### src/rtl/mips_fetch_queue_if.sv
// Handshake bundle between the IF stage (master) and the fetch queue (slave).
// The head entry and the occupancy are returned to the master side.
interface mips_fetch_queue_if #(
    parameter int unsigned PC_W   = 32,
    parameter int unsigned INST_W = 32,
    parameter int unsigned DEPTH  = 4
);
    localparam int unsigned CNT_W = $clog2(DEPTH + 1);

    logic              in_valid;
    logic              in_ready;
    logic [PC_W-1:0]   in_pc;
    logic [INST_W-1:0] in_inst;
    logic              out_valid;
    logic              out_ready;
    logic [PC_W-1:0]   out_pc;
    logic [INST_W-1:0] out_inst;
    logic [CNT_W-1:0]  count;

    modport master (
        output in_valid, in_pc, in_inst, out_ready,
        input  in_ready, out_valid, out_pc, out_inst, count
    );

    modport slave (
        input  in_valid, in_pc, in_inst, out_ready,
        output in_ready, out_valid, out_pc, out_inst, count
    );
endinterface

### src/rtl/mips_fetch_queue.sv
// Instruction queue between IF and IF/ID: FWFT FIFO of {PC+4, inst} pairs with
// flush on taken branch, optional empty-queue bypass and occupancy output.
module mips_fetch_queue #(
    parameter int unsigned PC_W   = 32,
    parameter int unsigned INST_W = 32,
    parameter int unsigned DEPTH  = 4,
    parameter bit          BYPASS = 1'b0
) (
    input  logic              clk,
    input  logic              rst,
    input  logic              flush,
    mips_fetch_queue_if.slave bus
);
    localparam int unsigned PTR_W = (DEPTH > 1) ? $clog2(DEPTH) : 1;
    localparam int unsigned CNT_W = $clog2(DEPTH + 1);
    localparam logic [CNT_W-1:0] FULL_CNT = CNT_W'(DEPTH);

    if (DEPTH < 2 || (DEPTH & (DEPTH - 1)) != 0) begin : g_bad_depth
        $error("mips_fetch_queue: DEPTH must be a power of two >= 2");
    end

    logic [PC_W-1:0]   pc_mem   [DEPTH];
    logic [INST_W-1:0] inst_mem [DEPTH];

    logic [PTR_W-1:0] wr_ptr_q, wr_ptr_d;
    logic [PTR_W-1:0] rd_ptr_q, rd_ptr_d;
    logic [CNT_W-1:0] count_q,  count_d;

    logic empty_c;
    logic full_c;
    logic bypass_c;
    logic out_valid_c;
    logic push_c;
    logic pop_c;
    logic store_c;
    logic take_c;

    // Handshake decode; bypass only forwards when storage is empty and no flush is pending.
    always_comb begin
        empty_c     = (count_q == '0);
        full_c      = (count_q == FULL_CNT);
        bypass_c    = BYPASS && empty_c && bus.in_valid && !flush && !rst;
        out_valid_c = BYPASS ? ((!empty_c || bypass_c) && !flush) : !empty_c;
        push_c      = bus.in_valid && !full_c && !rst;
        pop_c       = out_valid_c && bus.out_ready;
        // A bypassed entry that is consumed at once never touches storage.
        store_c     = push_c && !(bypass_c && bus.out_ready);
        take_c      = pop_c && !bypass_c;
    end

    // Pointer and occupancy next state; flush discards everything.
    always_comb begin
        wr_ptr_d = wr_ptr_q;
        rd_ptr_d = rd_ptr_q;
        count_d  = count_q;
        if (flush) begin
            wr_ptr_d = '0;
            rd_ptr_d = '0;
            count_d  = '0;
        end else begin
            if (store_c) begin
                wr_ptr_d = wr_ptr_q + PTR_W'(1);
            end
            if (take_c) begin
                rd_ptr_d = rd_ptr_q + PTR_W'(1);
            end
            if (store_c && !take_c) begin
                count_d = count_q + CNT_W'(1);
            end else if (take_c && !store_c) begin
                count_d = count_q - CNT_W'(1);
            end
        end
    end

    always_ff @(posedge clk) begin
        if (rst) begin
            wr_ptr_q <= '0;
            rd_ptr_q <= '0;
            count_q  <= '0;
        end else begin
            wr_ptr_q <= wr_ptr_d;
            rd_ptr_q <= rd_ptr_d;
            count_q  <= count_d;
        end
    end

    // Storage is data only; validity is tracked by count_q.
    always_ff @(posedge clk) begin
        if (store_c && !flush) begin
            pc_mem[wr_ptr_q]   <= bus.in_pc;
            inst_mem[wr_ptr_q] <= bus.in_inst;
        end
    end

    // Head is zeroed whenever invalid so stale storage never leaks out.
    always_comb begin
        bus.in_ready  = !full_c && !rst;
        bus.out_valid = out_valid_c;
        bus.count     = count_q;
        bus.out_pc    = '0;
        bus.out_inst  = '0;
        if (out_valid_c) begin
            if (bypass_c) begin
                bus.out_pc   = bus.in_pc;
                bus.out_inst = bus.in_inst;
            end else begin
                bus.out_pc   = pc_mem[rd_ptr_q];
                bus.out_inst = inst_mem[rd_ptr_q];
            end
        end
    end
endmodule
### src/flat_wrapper.sv
// flat-port wrapper written by rule: the top's interface ports become plain ports
module mips_fetch_queue_flat 
#(
    parameter int unsigned PC_W   = 32,
    parameter int unsigned INST_W = 32,
    parameter int unsigned DEPTH  = 4,
    parameter bit          BYPASS = 1'b0
)
  (clk, rst, flush, bus_in_valid, bus_in_pc, bus_in_inst, bus_out_ready, bus_in_ready, bus_out_valid, bus_out_pc, bus_out_inst, bus_count);
  mips_fetch_queue_if #(.PC_W(PC_W), .INST_W(INST_W), .DEPTH(DEPTH)) bus_i ();
  input  logic clk;
  input  logic rst;
  input  logic flush;
  input wire logic [$bits(bus_i.in_valid)-1:0] bus_in_valid;
  input wire logic [$bits(bus_i.in_pc)-1:0] bus_in_pc;
  input wire logic [$bits(bus_i.in_inst)-1:0] bus_in_inst;
  input wire logic [$bits(bus_i.out_ready)-1:0] bus_out_ready;
  output wire logic [$bits(bus_i.in_ready)-1:0] bus_in_ready;
  output wire logic [$bits(bus_i.out_valid)-1:0] bus_out_valid;
  output wire logic [$bits(bus_i.out_pc)-1:0] bus_out_pc;
  output wire logic [$bits(bus_i.out_inst)-1:0] bus_out_inst;
  output wire logic [$bits(bus_i.count)-1:0] bus_count;
  assign bus_i.in_valid = bus_in_valid;
  assign bus_i.in_pc = bus_in_pc;
  assign bus_i.in_inst = bus_in_inst;
  assign bus_i.out_ready = bus_out_ready;
  assign bus_in_ready = bus_i.in_ready;
  assign bus_out_valid = bus_i.out_valid;
  assign bus_out_pc = bus_i.out_pc;
  assign bus_out_inst = bus_i.out_inst;
  assign bus_count = bus_i.count;
  mips_fetch_queue #(.PC_W(PC_W), .INST_W(INST_W), .DEPTH(DEPTH), .BYPASS(BYPASS)) u_core (.clk(clk), .rst(rst), .flush(flush), .bus(bus_i));
endmodule
### config.mk
export PLATFORM = sky130hd
export DESIGN_NAME = mips_fetch_queue_flat
export DESIGN_NICKNAME = d
export VERILOG_FILES = /design/src/rtl/mips_fetch_queue_if.sv /design/src/rtl/mips_fetch_queue.sv /design/src/flat_wrapper.sv
export SDC_FILE = /design/constraint.sdc
export NUM_CORES = 1
export LEC_CHECK = 0
export CAP_MARGIN = 40
export CORE_ASPECT_RATIO = 0.9
export CORE_MARGIN = 2
export CORE_UTILIZATION = 49
export DETAILED_ROUTE_END_ITERATION = 8
export PLACE_DENSITY = 0.75
export SYNTH_ARGS = -nofsm -noshare
export SYNTH_HDL_FRONTEND = slang
export SYNTH_SLANG_ARGS = --single-unit
### constraint.sdc
create_clock -name clk -period 7.4 [get_ports clk]
set_input_delay 2.22 -clock clk [delete_from_list [all_inputs] [get_ports clk]]
set_output_delay 2.22 -clock clk [all_outputs]
set_load 0.01 [all_outputs]
# --- Word level (Yosys, flattened, before mapping) ---
# Memories as Yosys holds them, arrays and structs flattened. A register that Yosys moved wholly into a read port is not among the register bits.
# Index checks and enable logic that the tools add are counted.
totals:
  reg_bits: 7
  mem_bits_rw: 256
  inputBits: 69
  output_inout_bits: 69
  word_cells: 36
  n_memories: 2
classes:
  add_sub_neg: 4
  eq_ne: 1
  n_mux: 10
  n_reduce_logical: 16
memory_table:
  columns: ["memory", "depth", "word_bits", "rd", "rd_clocked_by_memory_dff", "wr", "line", "rtl"]
  rows:
  - ["u_core.inst_mem", 4, 32, 1, 1, 1, "mips_fetch_queue.sv:23", "logic [INST_W-1:0] inst_mem [DEPTH];"]
  - ["u_core.pc_mem", 4, 32, 1, 1, 1, "mips_fetch_queue.sv:22", "logic [PC_W-1:0] pc_mem [DEPTH];"]
ops:
  columns: ["operator", "n"]
  rows:
  - ["$mux 32", 2]
  - ["$mux 2", 4]
  - ["$logic_and 1x1->1", 7]
  - ["$logic_not 1->1", 6]
  - ["$mux 3", 2]
  - ["$add 2x1->2 const B", 2]
  - ["$add 3x1->3 const B", 1]
  - ["$eq 3x3->1 const B", 1]
  - ["$logic_not 3->1", 1]
  - ["$sub 3x1->3 const B", 1]
  - ["$mux 1", 2]
  - ["$reduce_bool 2->1", 1]
  - ["$reduce_or 2->1", 1]

# --- Depth between registers and ports, before layout ---
# Gate-level depths: netlist (run 1).
logic_depth:
  word_depth: 8
  mapped_depth: 9
  ltp_nobuf: 9

# --- Worst setup path before layout (run 1) ---
# OpenSTA, ideal clock, no wires.
synth_timing:
  path_kind: "input to register"
  from: "input bus_in_valid"
  to: "memory u_core.inst_mem[0][0], enable pin"
  setup_time_ns: 0.578
  arrival_ns: 7.301
  required_ns: 6.822
  path_slack_ns: -0.479
  path_stages: 3
  n_path_buf: 0
  path_cell_list: "nor2b_1 > nand2_1 > nor3b_1"
synth_between:
  elab_chain_len: 5
synth_lines:
  columns: ["item", "line", "rtl"]
  rows:
  - ["start, declared", "flat_wrapper.sv:14", "input wire logic [$bits(bus_i.in_valid)-1:0] bus_in_valid;"]
  - ["$logic_and 1x1->1 (2 in a row)", "mips_fetch_queue.sv:44", "push_c = bus.in_valid && !full_c && !rst;"]
  - ["$logic_and 1x1->1", "mips_fetch_queue.sv:89", "if (store_c && !flush) begin"]
  - ["$mux 1", "mips_fetch_queue.sv:89", null]
  - ["$mux 1 (not written as such)", "mips_fetch_queue.sv:91", "inst_mem[wr_ptr_q] <= bus.in_inst;"]
  - ["end, declared", "mips_fetch_queue.sv:23", null]
# No other way between the ends.

# --- Final worst setup path (run 1) ---
layout_timing:
  from: "input rst"
  to: "output bus_in_ready"
layout_between:
  elab_chain_len: 2
layout_lines:
  columns: ["item", "line", "rtl"]
  rows:
  - ["start, declared", "flat_wrapper.sv:12", "input logic rst;"]
  - ["$logic_not 1->1", "mips_fetch_queue.sv:97", "bus.in_ready = !full_c && !rst;"]
  - ["$logic_and 1x1->1", "mips_fetch_queue.sv:97", null]
  - ["end, declared", "flat_wrapper.sv:18", "output wire logic [$bits(bus_i.in_ready)-1:0] bus_in_ready;"]
# No other way between the ends.

==> results of run 1 <==
==> routing by layer <==
layer | vias up | part of all wire, %
met3 | 27 | 6.9
met2 | 176 | 50
li1 | 2171 | -
met5 | - | 0
met4 | 0 | 2.1
met1 | 2552 | 41
==> kinds of logic (layout without fill, tap and decap cells) <==
| group | count (synthesis) | count (layout) | synth area share (%) |
|---|---|---|---|
| buffers and inverters | 26 | 200 | 2.07 |
| and+or+nand+nor | 84 | 84 | 4.98 |
| other | 0 | 2 | 0 |
| xor gates and xnor gates | 4 | 4 | 0.343 |
| muxes | 66 | 66 | 14.4 |
| adders and majority gates | 6 | 6 | 0.808 |
| AOI/OAI and AO/OA | 6 | 6 | 0.380 |
| DFF | 265 | 265 | 77.0 |
==> power groups by stage <==
stage	Clock, µW	Sequential [µW]	Combinational (µW)
CTS	1340	1670	273
global route	1390	1670	289
global placement	0	1700	260
finish	1300	1670	268
detailed placement	0	1700	271
floorplan	0	1700	116
==> flip-flops by register name (all words and copies together) (netlist names), named ones only <==
register	count
u_core.bus.count	3
u_core.inst_mem	128
u_core.pc_mem	128
u_core.rd_ptr_q	2
u_core.wr_ptr_q	2
==> stage by stage <==
step / util, % / TNS (ns) / power, µW / cells
detailed placement: 57.7 / 0 / 1970 / 844
global placement: 57.1 / 0 / 1960 / 838
floorplan: - / -121.52 / 1820 / 457
CTS: 61.9 / 0 / 3280 / 891
global route: 61.9 / 0 / 3350 / 891
finish: 61.9 / 0 / 3240 / 893
==> critical path, delay by kind of cell <==
kind / cells / cell delay (ns)
AND/OR/NAND/NOR: 1 / 0.13
buffers and inverters: 2 / 1.02
==> area by class of cell <==
class	count	area, µm²
multi-input combinational	166	2160
clock buffer	35	726
inverter	4	15.0
fill	1450	7870
antenna	2	5.00
sequential	265	7880
timing repair buffer	149	1540
tap	260	325
clock inverter	12	131
==> cell usage after synthesis, drive strengths merged <==
library cell	number	area (µm²)
a21o	1	7.51
a21oi	2	10.0
and2	64	400
buf	13	161
clkbuf	9	35.0
dfxtp	9	180
edfxtp	256	7690
fa	1	20.0
ha	5	62.6
inv	4	15.0
mux2i	2	20.0
mux4	64	1460
nand2	3	11.3
nand3	1	5.00
nor2	6	22.5
nor2b	2	12.5
nor3b	4	30.0
o21ai	1	5.00
o311ai	1	8.76
o31ai	1	7.51
or2	1	6.26
or3	2	12.5
or3b	1	8.76
xor2	4	35.0
==> how the worst max path moves through the flow <==
stage | startpoint | endpoint | depth (start not counted)
finish | rst | bus_in_ready | 3
global route | rst | bus_in_ready | 3
CTS | rst | bus_in_ready | 3
detailed placement | rst | bus_in_ready | 3
global placement | rst | bus_in_ready | 3
floorplan | bus_in_valid | u_core.inst_mem[0][0] | 3
==> impl_results.md, run 1 <==
* Status: completed
* DRC at 0
* Initial Utilization at 49.5%
* Final period util at 75.5%
* Peak VDD IR at 0.000193 V
* Ys Warns at 0
* Crit-path max FO at 4
* Combinational Power Share at 8.3%
* Sw frac at 19.7%
* Dpl hpwl at 11100 µm
* Inserted Clock Buffers at 26
* #FFs+latches synth at 265
* WHS Endpoint: u_core.wr_ptr_q[1]
* Die area at 0.0220 mm²
* Switching power at 639 µW
* # port buffers at 137
* Post-CTS Hold Buffers at 0
* Count of cell types in the netlist at 28
* Clock Power Share at 40.3%
* Cell Pwr Density at 254 mW/mm²
* Dpl cell area at 0.0119 mm²
* Pre-antenna DRT Iters at 5
* Total routed wirelength at 18500 µm
* Hold WS at 0.534 ns
* DRT antenna net count at 0
* Min-Delay Path Class: reg2reg
* CTS tree: built
* Final setup violation count at 0
* Worst r2r src: u_core.bus.count[2]
* Met2 usage at 28.8%
* Max frequency at 179 MHz
* Slew Viols, Final at 0
* Hold Path Stages at 2
* Cell Area, Synth at 0.0102 mm²
* H-tree depth at 1
* Row count at 50
* GRT overflow at 0
* Routed vias/inst at 5.52
* DR vias at 4926
* Commonest non-fill, non-tap cells in the layout: edfxtp_1 (256), clkdlybuf4s50_1 (137), and2_1 (64)
* Setup Skew at 0.00772 ns
* GR peak layer: met2
* Clk sinks at 265
* Clk buf depth at 3
* Worst slew pin tran at 0.664 ns
* Final Hold Vio Count at 0
* Crit-path cells: clkdlybuf4s50_1, nor2b_1, clkdlybuf4s50_1
* Die H at 141 µm
* Avg Cell Area, Syn at 22.4 µm²
* R2R Setup Slk at 5.03 ns
* Post-CTS sizing at 0
* I/O pins at 138
* Worst path required time at 5.18 ns
* Post-Synthesis Cells at 457
* Most common cell after layout, fill and taps aside: edfxtp_1
* Core area at 0.0206 mm²
* Initial detailed-routing violation count at 344
* Post-route worst setup slack at 1.81 ns
* Max Cap Violations at 0
* First-pass GRT wire length at 28800 µm
* Sequential power share at 51.5%
* Fin area at 0.0128 mm²
* Worst-path clk slew at 0.06 ns
* Leak at 0.00406 µW
* Hold_sp: u_core.wr_ptr_q[1]
* RSZ-0062 raised after global routing: no
* Length in cells of the worst reg-to-reg path at 9
* Clk_lat worst skew at 0.51 ns
* WS Path Type: in2out
* Seq/Total Area, Yosys at 77.0%
* Fin nets at 687
* Placement Setup Slack at 1.79 ns
* Global-route track usage on met3 at 4.06%
* Final RePlAce weighted congestion at 0.701
* Area added between synthesis and finish at 25.0%
* CP max stage delay at 0.55 ns
* Via count of the first global-routing pass at 5293
* Internal at 2600 µW
* Crit. End Element: output pin
* Largest net degree at the start of global routing at 36
* Initial antenna violation count at 2
* M1 GR Usage at 22.4%
* Die X at 156 µm
* Syn_nets at 532
* Arrival time at the worst endpoint at 3.37 ns
* Fraction of layout cells with a size suffix above 1 at 18.9%
* Worst Setup Start Kind: input pin
* CP max stage cell: clkdlybuf4s50_1
* Most numerous cell on the critical path: clkdlybuf4s50_1
* Worst slew margin at 55.7%
* WL per Instance at 20.7 µm
* Minimum clock period at 5.59 ns
* Setup Buffers After CTS at 0
* Root buf cell: clkbuf_16
* Global router's overall resource usage at 17.0%
* RR Endpoint: u_core.bus.count[2]
Power figures use the tool's default switching activity.
==> run 2, diff against run 1 <==
Clock period 7.4 ns to 5.12 ns, I/O delays scaled along.
==> run 2 against run 1 <==
Sequential power rose by 44%; sequential share of layout area rose by 0.14 points; clock power rose by 46%; setup slack got worse by 1.2 ns; combinational power rose by 43%; clock skew rose by 0.0056 ns; routed wire length rose by 1.1%; via count fell by 0.81%.
==> impl_results.md, run 2 (synthesized netlist as in run 1, its figures left out) <==
* RSZ-0062 raised after global routing: no
* Leak at 0.00405 µW
* Final RePlAce weighted congestion at 0.702
* Final period util at 87.1%
* DRT antenna net count at 0
* Post-CTS sizing at 0
* Clk sinks at 265
* WS Path Type: reg2out
* Initial antenna violation count at 1
* Fraction of layout cells with a size suffix above 1 at 19.1%
* DR vias at 4886
* Core area at 0.0206 mm²
* Final setup violation count at 0
* Pre-antenna DRT Iters at 5
* Internal at 3740 µW
* Commonest non-fill, non-tap cells in the layout: edfxtp_1 (256), clkdlybuf4s50_1 (137), and2_1 (64)
* Die area at 0.0220 mm²
* Max Cap Violations at 0
* Sw frac at 20.3%
* R2R Setup Slk at 2.68 ns
* DRC at 0
* # port buffers at 137
* Worst slew margin at 55.6%
* Die H at 141 µm
* Cell Pwr Density at 368 mW/mm²
* Final Hold Vio Count at 0
* Via count of the first global-routing pass at 5310
* Minimum clock period at 4.46 ns
* Initial Utilization at 49.5%
* Root buf cell: clkbuf_16
* H-tree depth at 1
* Dpl hpwl at 11100 µm
* Initial detailed-routing violation count at 291
* Global router's overall resource usage at 17.3%
* Die X at 156 µm
* Non-Filler Instances at 896
* Largest net degree at the start of global routing at 39
* Post-CTS Hold Buffers at 0
* Worst Setup Start Kind: register
* WL per Instance at 20.9 µm
* Routed vias/inst at 5.45
* Most common cell after layout, fill and taps aside: edfxtp_1
* Min-Delay Path Class: reg2reg
* Routed met1 length at 8060 µm
* Fin nets at 689
* Status: completed
* Uppermost routed layer: met4
* Sequential power share at 51.4%
* Row count at 50
* CTS tree: built
* Clk_lat worst skew at 0.52 ns
* Clk buf depth at 3
* Total routed wirelength at 18700 µm
* Crit-path max FO at 32
* GRT overflow at 0
* Worst path required time at 3.58 ns
* Setup Buffers After CTS at 0
* Met2 WL at 9050 µm
* Area added between synthesis and finish at 24.7%
* Clock Power Share at 40.5%
* Switching power at 954 µW
* Worst slew pin tran at 0.665 ns
* Setup Skew at 0.0134 ns
* I/O pins at 138
* Max frequency at 224 MHz
* Inserted Clock Buffers at 27
* Arrival time at the worst endpoint at 2.93 ns
* Slew Viols, Final at 0
* Worst-path clk slew at 0.06 ns
* Hold WS at 0.517 ns
* DP Cell Count at 845
* Crit. End Element: output pin
* DR WL met3 at 1330 µm
* Combinational Power Share at 8.1%
* Peak VDD IR at 0.000223 V
* First-pass GRT wire length at 29100 µm
## run 2: cell types whose count changed in the layout (fill, tap and decap cells not counted), sizes merged
cell      change
buf           +1
clkinv        +1
clkinvlp      +1
diode         -1
inv           +1
## run 2: worst max-delay path, cell delays in order (launching register included)
cell,delay [ns]
dfxtp_4,0.76
buf_4,0.39
mux4_1,0.59
and2_1,0.18
clkdlybuf4s50_1,0.48
## run 2: power groups by stage
stage	Clock [µW]	Sequential [µW]	Combinational, µW
finish	1900	2410	382
global route	2040	2420	410
CTS	1940	2420	387
detailed placement	0	2460	384
global placement	0	2460	371
floorplan	0	2460	168
## run 2: metal layers
metal | vias to the layer above | global-route usage (%)
met5 | - | 0
met4 | 0 | 3.33
met3 | 28 | 4.55
met2 | 162 | 28.4
met1 | 2519 | 23.6
li1 | 2177 | -
## run 2: final timing paths
path / to / startpoint / cells after the start
worst max-delay path: bus_out_inst[31] / register / 4
worst min register to register: u_core.wr_ptr_q[1] / u_core.wr_ptr_q[1] / 2
worst min-delay path: u_core.wr_ptr_q[1] / u_core.wr_ptr_q[1] / 2
worst max register to register: u_core.bus.count[2] / u_core.bus.count[2] / 9
## run 2: cell type report
| cell class | count | area (µm²) |
|---|---|---|
| Tap cell | 260 | 325 |
| Timing Repair Buffer | 150 | 1500 |
| Antenna cell | 1 | 2.50 |
| Sequential cell | 265 | 7880 |
| Fill cell | 1438 | 7900 |
| Clock inverter | 15 | 160 |
| Inverter | 4 | 15.0 |
| Clock buffer | 35 | 706 |
| Multi-Input combinational cell | 166 | 2160 |
## run 2: through the flow
| step | utilization (%) | instance area (µm²) | power, µW | TNS, ns | setup slack [ns] |
|---|---|---|---|---|---|
| after floorplan | - | 10200 | 2630 | -530.09 | -2.08 |
| after global placement | 57.3 | 11800 | 2830 | 0 | 0.860 |
| after detailed placement | 57.5 | 11900 | 2850 | 0 | 0.890 |
| after CTS | 61.7 | 12700 | 4740 | 0 | 0.549 |
| after global routing | 61.7 | 12700 | 4870 | 0 | 0.425 |
| final | 61.8 | 12700 | 4700 | 0 | 0.658 |
==> run 3, diff against run 2 <==
Settings changed: CORE_UTILIZATION 49 to 50, DONT_BUFFER_PORTS set to 1, PLACE_DENSITY 0.75 to 0.68.
==> run 3 against run 2 <==
First-iteration DRC count decreased by 22%; clock skew decreased by 0.0056 ns; via count down 13%; sequential cell count is the same; worst hold slack worse by 0.0067 ns; register-to-register slack about the same; global-route usage fell by 1.2 points; total power fell by 6.5%; highest routed layer unchanged.
==> impl_results.md, run 3 (synthesized netlist as in run 1, its figures left out) <==
* Die X at 155 µm
* R2R Setup Slk at 2.68 ns
* DRC at 0
* Initial Utilization at 51.1%
* CP max stage cell: dfxtp_4
* WHS Endpoint: u_core.wr_ptr_q[1]
* Multi-input logic area at 0.00216 mm²
* Largest net degree at the start of global routing at 53
* Crit-path max FO at 35
* Inserted Clock Buffers at 26
* Fraction of layout cells with a size suffix above 1 at 23.4%
* Leak at 0.00350 µW
* Final period util at 78.2%
* CTS tree: built
* Min-Delay Path Class: reg2reg
* Root buf cell: clkbuf_16
* DR vias at 4258
* CP max stage delay at 0.77 ns
* Fill count at 1465
* WL per Instance at 23.0 µm
* Arrival time at the worst endpoint at 2.47 ns
* Register area at 0.00788 mm²
* Setup Skew at 0.00770 ns
* Final setup violation count at 0
* Initial detailed-routing violation count at 227
* Status: completed
* Die H at 140 µm
* Worst r2r src: u_core.bus.count[2]
* RR Endpoint: u_core.bus.count[2]
* Core area at 0.0200 mm²
* Worst Setup Start Kind: register
* Max Cap Violations at 0
* First-pass GRT wire length at 26400 µm
* Minimum clock period at 4.01 ns
* Peak VDD IR at 0.000292 V
* GRT overflow at 0
* Pre-antenna DRT Iters at 4
* Fin nets at 549
* ANT cells at 0
* Hold WS at 0.511 ns
* DRT antenna net count at 0
* Via count of the first global-routing pass at 4705
* Worst slew pin tran at 0.829 ns
* RSZ-0062 raised after global routing: no
* Clk sinks at 265
* Max frequency at 250 MHz
* Post-CTS sizing at 0
* Crit. End Element: output pin
* I/O pins at 138
* Global router's overall resource usage at 16.0%
* Row count at 49
* Total Power at 4390 µW
* Worst-path clk slew at 0.06 ns
* Routed vias/inst at 5.71
* Total routed wirelength at 17200 µm
* H-tree depth at 1
* Final core occ at 56.5%
* Crit-path cells: buf_12, mux4_1, and2_1
* Length in cells of the worst reg-to-reg path at 9
* Post-CTS Hold Buffers at 0
* Slew Viols, Final at 0
* Dpl cell area at 0.0105 mm²
* Fin area at 0.0113 mm²
* Die area at 0.0216 mm²
* Final RePlAce weighted congestion at 0.689
* Final Hold Vio Count at 0
* Clk buf depth at 3
* Initial antenna violation count at 1
* Area added between synthesis and finish at 10.5%
* Cell Pwr Density at 389 mW/mm²
* Hold_sp: u_core.wr_ptr_q[1]
* Hold Path Stages at 2
* Worst path required time at 3.58 ns
* # port buffers at 0
* Worst slew margin at 44.7%
* Most common cell after layout, fill and taps aside: edfxtp_1
* Clk_lat worst skew at 0.51 ns
* Dpl hpwl at 10100 µm
* Setup Buffers After CTS at 0
* Commonest non-fill, non-tap cells in the layout: edfxtp_1 (256), and2_1 (64), mux4_2 (60)
* WS Path Type: reg2out
run 3: changes by cell type in the layout (fill, tap and decap cells not counted):
cell             before  now
diode_2               1    0
clkdlybuf4s50_1     137    0
clkbuf_8              0    2
clkbuf_1              8    6
clkinv_2              5    2
clkinv_1              3    4
clkinvlp_4            1    2
bufinv_16             3    1
buf_4                11    9
clkinv_4              2    0
run 3: critical path: cells and delay by family, from the launching register on:
family / cells / cell delay [ns]
and+or+nand+nor: 1 / 0.21
DFF: 1 / 0.77
muxes: 1 / 0.59
buffers and inverters: 1 / 0.36
run 3: where the power goes:
group | total, µW | internal [µW] | switching, µW | leakage [µW]
sequential | 2420 | 2400 | 15.9 | 0.00239
combinational | 193 | 76.1 | 117 | 0.000724
clock | 1780 | 1040 | 743 | 0.000387
total | 4390 | 3520 | 877 | 0.00350
run 3: routing by layer:
| layer | share of wire [%] | track usage, % | up-vias | routed length (µm) |
|---|---|---|---|---|
| met2 | 48 | 26.3 | 148 | 8230 |
| met3 | 11 | 7.79 | 22 | 1940 |
| met4 | 1.6 | 3.41 | 0 | 270 |
| met5 | 0 | 0 | - | 0 |
| li1 | - | - | 1883 | - |
| met1 | 39 | 19.5 | 2205 | 6720 |
run 3: cell type report:
| class | count | area share (%) |
|---|---|---|
| clock inverters | 10 | 0.698 |
| inverters | 4 | 0.133 |
| well taps | 255 | 2.83 |
| flip-flops and latches | 265 | 69.7 |
| clock buffers | 35 | 6.43 |
| multi-input cells | 166 | 19.2 |
| repair buffers | 11 | 1.02 |
run 3: stage by stage:
step | setup TNS (ns) | setup WS [ns] | std cells
after floorplan | -530.09 | -2.08 | 457
after global placement | 0 | 1.57 | 700
after detailed placement | 0 | 1.57 | 701
after CTS | 0 | 1.01 | 746
after global routing | 0 | 0.923 | 746
final | 0 | 1.11 | 746
run 3: worst max path at each step:
stage / start / endpoint / slack [ns] / cells past startpoint
5_1_grt: register / bus_out_inst[31] / 0.92 / 3
2_1_floorplan: bus_in_valid / u_core.inst_mem[0][0] / -2.08 / 3
3_5_place_dp: u_core.bus.count[0] / bus_out_pc[18] / 1.57 / 3
4_1_cts: register / bus_out_inst[31] / 1.01 / 3
3_3_place_gp: register / bus_out_inst[31] / 1.57 / 3
6_report: register / bus_out_inst[31] / 1.11 / 3
==> variant 1 (config.mk and constraints of run 2) <==
`DEPTH` is set to 4 in 3 places; all go to 2.
--- a/src/rtl/mips_fetch_queue_if.sv
+++ b/src/rtl/mips_fetch_queue_if.sv
@@ -3,7 +3,7 @@
 interface mips_fetch_queue_if #(
     parameter int unsigned PC_W   = 32,
     parameter int unsigned INST_W = 32,
-    parameter int unsigned DEPTH  = 4
+    parameter int unsigned DEPTH  = 2
 );
     localparam int unsigned CNT_W = $clog2(DEPTH + 1);
 
--- a/src/rtl/mips_fetch_queue.sv
+++ b/src/rtl/mips_fetch_queue.sv
@@ -3,7 +3,7 @@
 module mips_fetch_queue #(
     parameter int unsigned PC_W   = 32,
     parameter int unsigned INST_W = 32,
-    parameter int unsigned DEPTH  = 4,
+    parameter int unsigned DEPTH  = 2,
     parameter bit          BYPASS = 1'b0
 ) (
     input  logic              clk,
--- a/src/flat_wrapper.sv
+++ b/src/flat_wrapper.sv
@@ -3,7 +3,7 @@
 #(
     parameter int unsigned PC_W   = 32,
     parameter int unsigned INST_W = 32,
-    parameter int unsigned DEPTH  = 4,
+    parameter int unsigned DEPTH  = 2,
     parameter bit          BYPASS = 1'b0
 )
   (clk, rst, flush, bus_in_valid, bus_in_pc, bus_in_inst, bus_out_ready, bus_in_ready, bus_out_valid, bus_out_pc, bus_out_inst, bus_count);
Ports: changed (resized bus_count); port bits go from 138 to 137. No check against the original RTL was run, so the function may have changed too.
==> variant 1 against run 2 <==
- cell area down 44%
- setup slack better by 0.22 ns
- area after synthesis down 50%
- critical path depth down 1
- via count down 39%
- core utilization up 9.0 points
- sequential cell count down 132
- wire length down 48%
- hold slack worse by 0.0073 ns
- total power down 44%
==> variant 1: results (changes against run 2) <==
Net count, final: 518 (-25%)
Non-CTS buffers: 144 (-4.0%)
Final non-clock buffer share: 19.9% (+8.2 points)
Mapped Area: 0.00506 sq mm (-50%)
Via Count: 2963 (-39%)
share of layout cells above drive strength 1: 9.98% (-9.1 points)
R2R Setup Slk: 3.14 ns (+0.46 ns)
global-route wire length before repair: 15100 um (-48%)
multi-input combinational area share: 14.5% (-2.4 points)
post-synthesis sequential area ratio: 77.9% (+0.95 points)
DR WL/cell: 16.5 um (-21%)
met1 wire length: 3960 um (-51%)
Slew HR: 60.9% (+5.3 points)
synthesized instance count: 299 (-35%)
syn_nets: 369 (-31%)
max incr delay on CP: 0.58 ns (-0.18 ns)
antenna violations before repair: 0 (-1)
combinational group share of total power: 8.3% (+0.2 points)
DR iter-0 viols: 133 (-54%)
Comb. pwr: 0.219 mW (-43%)
grt met3 use: 5.43% (+0.89 points)
register bit total from synthesis: 133 (-50%)
fillers: 701 (-51%)
WHS: 0.510 ns (-0.00727 ns)
met3 WL: 684 um (-49%)
FF+latch area: 0.00395 sq mm (-50%)
number of synthesized flops with an enable pin: 128 (-50%)
r2r endpoint: u_core.pc_mem[1][27]
total track usage: 17.9% (+0.61 points)
GPL Wtd Cong: 0.732 (+4.3%)
number of buffers added on ports: 136 (-0.73%)
CTS HTree Levels: 4 (+3)
Bufs on Longest Clock Path: 2 (-1)
Post-DP Area: 0.00660 sq mm (-44%)
hold wc startpoint: u_core.rd_ptr_q
DRT antenna net count: 0 (unchanged)
post-synth cell types: 18 (-36%)
hpwl dp: 6210 um (-44%)
Pre-antenna DRT Iters: 4 (-1)
crit-path max FO: 3 (-91%)
global-route met1 utilization: 21.6% (-2.1 points)
static leakage: 2.34 nW (-42%)
final setup skew: 0.0112 ns (-0.00210 ns)
outcome: complete, no violations
Hold Crit Endpoint: u_core.rd_ptr_q
R2R depth: 4 (-5)
Non-Filler Instances: 590 (-34%)
Peak VDD IR: 0.251 mV (+13%)
DR WL met2: 4980 um (-45%)
CTS Buf Count: 17 (-37%)
Setup WS pre-CTS: 0.901 ns (+0.0111 ns)
P_int: 2.07 mW (-45%)
top area cells in the synthesized netlist: edfxtp_1, mux2i_1, nor2_1, dfxtp_1, buf_4
Multi-input comb cells: 149 (-10%)
Synth top cells by count: edfxtp_1, nor2_1, mux2i_1
antenna cells: 0 (-1)
origin of the critical flop-to-flop path: u_core.bus.count[0]
Clock Latency Late Sink: 0.40 ns (-0.12 ns)
WP data arrival: 2.71 ns (-0.22 ns)
[variant 1: worst max path at each step]
stage | to | slack, ns | depth (start not counted)
2_1_floorplan | u_core.inst_mem[1][0] | 0.18 | 3
3_3_place_gp | bus_in_ready | 0.97 | 3
4_1_cts | bus_in_ready | 0.90 | 3
6_report | bus_in_ready | 0.87 | 3
3_5_place_dp | bus_in_ready | 0.90 | 3
5_1_grt | bus_in_ready | 0.85 | 3
[variant 1: tightest hold or removal path, delay by kind of cell (launching register included)]
family,cells,cell delay [ns]
simple gates,1,0.08
flops,1,0.32
xor+xnor,1,0.08
[variant 1: kinds of logic (layout without fill, tap and decap cells)]
| family | Yosys count | count (layout) | synth area share (%) |
|---|---|---|---|
| mux | 64 | 64 | 12.7 |
| buf+inv | 17 | 179 | 1.93 |
| fa+ha+maj | 1 | 1 | 0.247 |
| simple gates | 76 | 76 | 6.23 |
| xor+xnor | 3 | 3 | 0.519 |
| flops | 133 | 133 | 77.9 |
| compound gates | 5 | 5 | 0.494 |
==> variant 2 (config.mk and constraints of run 2) <==
Made on the original files. Reset style: asynchronous (`rst`), changed in one clocked block.
--- a/src/rtl/mips_fetch_queue.sv
+++ b/src/rtl/mips_fetch_queue.sv
@@ -72,7 +72,7 @@
         end
     end
 
-    always_ff @(posedge clk) begin
+    always_ff @(posedge clk or posedge rst) begin
         if (rst) begin
             wr_ptr_q <= '0;
             rd_ptr_q <= '0;
Check against the original RTL: differs if rst is asserted again (counterexample within 4 cycles, from zero or initial values and one cycle with rst high); with rst held inactive, the same outputs for 4 cycles.
==> variant 2 against run 2 <==
- maximum frequency is 2.4% higher
- count of clock-buffer cells in the layout increased by 2
- core utilization increased by 1.2 points
- wire length rose by 0.78%
- clock skew shrank 0.0063 ns
- area after synthesis shrank 0.55%
- sequential cell count shrank 2
- setup slack better by 0.11 ns
- first-iteration DRC count down 25%
- cell area fell by 0.46%
- critical path type unchanged
- global-route usage is 0.29 points higher
- hold slack improved by 0.091 ns
Power is not compared: it rests on default switching activity, and its combinational part moved more than twofold at a synthesized area within 25%.
==> variant 2: results (changes against run 2) <==
grt met3 use: 5.13% (+0.58 points)
synthesized instance count: 461 (+0.88%)
Synth async-reset ratio: 2.66% (+2.7 points)
DR WL met2: 9010 um (-0.46%)
WP data arrival: 2.82 ns (-0.11 ns)
outcome: complete, no violations
DR iter-0 viols: 218 (-25%)
Setup WS pre-CTS: 0.951 ns (+0.0608 ns)
CLK BUF: 37 (+5.7%)
Synth Area in Adders: 0.689% (-0.12 points)
Final Instance Area: 0.0127 sq mm (-0.46%)
global-route wire length before repair: 29500 um (+1.3%)
syn_nets: 535 (+0.56%)
CTS Buf Count: 26 (-3.7%)
WL final: 18900 um (+0.78%)
largest net degree at the start of global routing: 69 (+77%)
post-synthesis sequential area ratio: 77.4% (+0.38 points)
Tightest Pin Transition: 0.709 ns (+0.0435 ns)
Clock buffers and inverters, area share: 6.42% (-0.37 points)
vias per cell: 5.47 (+0.38%)
total track usage: 17.5% (+0.29 points)
multiplexer share of the synthesized area: 14.4% (-0.043 points)
Non-CTS buffers: 145 (-3.3%)
grt met2 use: 28.6% (+0.17 points)
Hold Crit Endpoint: u_core.wr_ptr_q[1]
origin of the critical flop-to-flop path: u_core.bus.count[2]
hold wc startpoint: u_core.wr_ptr_q[1]
Final non-clock buffer share: 11.9% (+0.094 points)
Post-DP Area: 0.0119 sq mm (about the same)
met3 WL: 1310 um (-1.4%)
Synth top cells by count: edfxtp_1, and2_1, mux4_2
Net count, final: 686 (-0.44%)
Post-Synth XOR/XNOR Area: 0.345% (+0.0019 points)
share of layout cells above drive strength 1: 18.9% (-0.14 points)
register bit total from synthesis: 263 (-0.75%)
dpl cells: 839 (-0.71%)
Core ar.: 0.0202 sq mm (-2.3%)
crit-path max FO: 21 (-34%)
met1 wire length: 8180 um (+1.5%)
Inverters: 5 (+1)
R2R Setup Slk: 2.45 ns (-0.23 ns)
number of global-route vias before repair: 5312 (+0.038%)
final setup skew: 0.00705 ns (-0.00630 ns)
antenna cells: 0 (-1)
[variant 2: cell count changes in the layout (fill, tap and decap cells not counted), moves of 3 or more]
cell | before | now
mux4_1 | 4 | 0
buf_4 | 11 | 2
nor2_1 | 6 | 9
buf_12 | 1 | 6
mux4_2 | 60 | 64
nor3b_2 | 4 | 0
dfrtp_1 | 0 | 5
and2_4 | 0 | 4
dfxtp_1 | 7 | 0
[variant 2: how the worst max path moves through the flow]
stage,from,end,slack (ns)
5_1_grt,u_core.rd_ptr_q[0],bus_out_inst[19],0.58
3_3_place_gp,rst,bus_in_ready,0.93
3_5_place_dp,rst,bus_in_ready,0.95
6_report,u_core.rd_ptr_q[0],bus_out_inst[13],0.76
2_1_floorplan,rst,u_core.inst_mem[0][0],1.08
4_1_cts,u_core.rd_ptr_q[0],bus_out_inst[13],0.68
[variant 2: worst max-delay path: stages, from the launching register on]
cell and delay [ns]:
dfrtp_4 0.71, buf_4 0.38, mux4_2 0.55, and2_1 0.18, clkdlybuf4s50_1 0.48
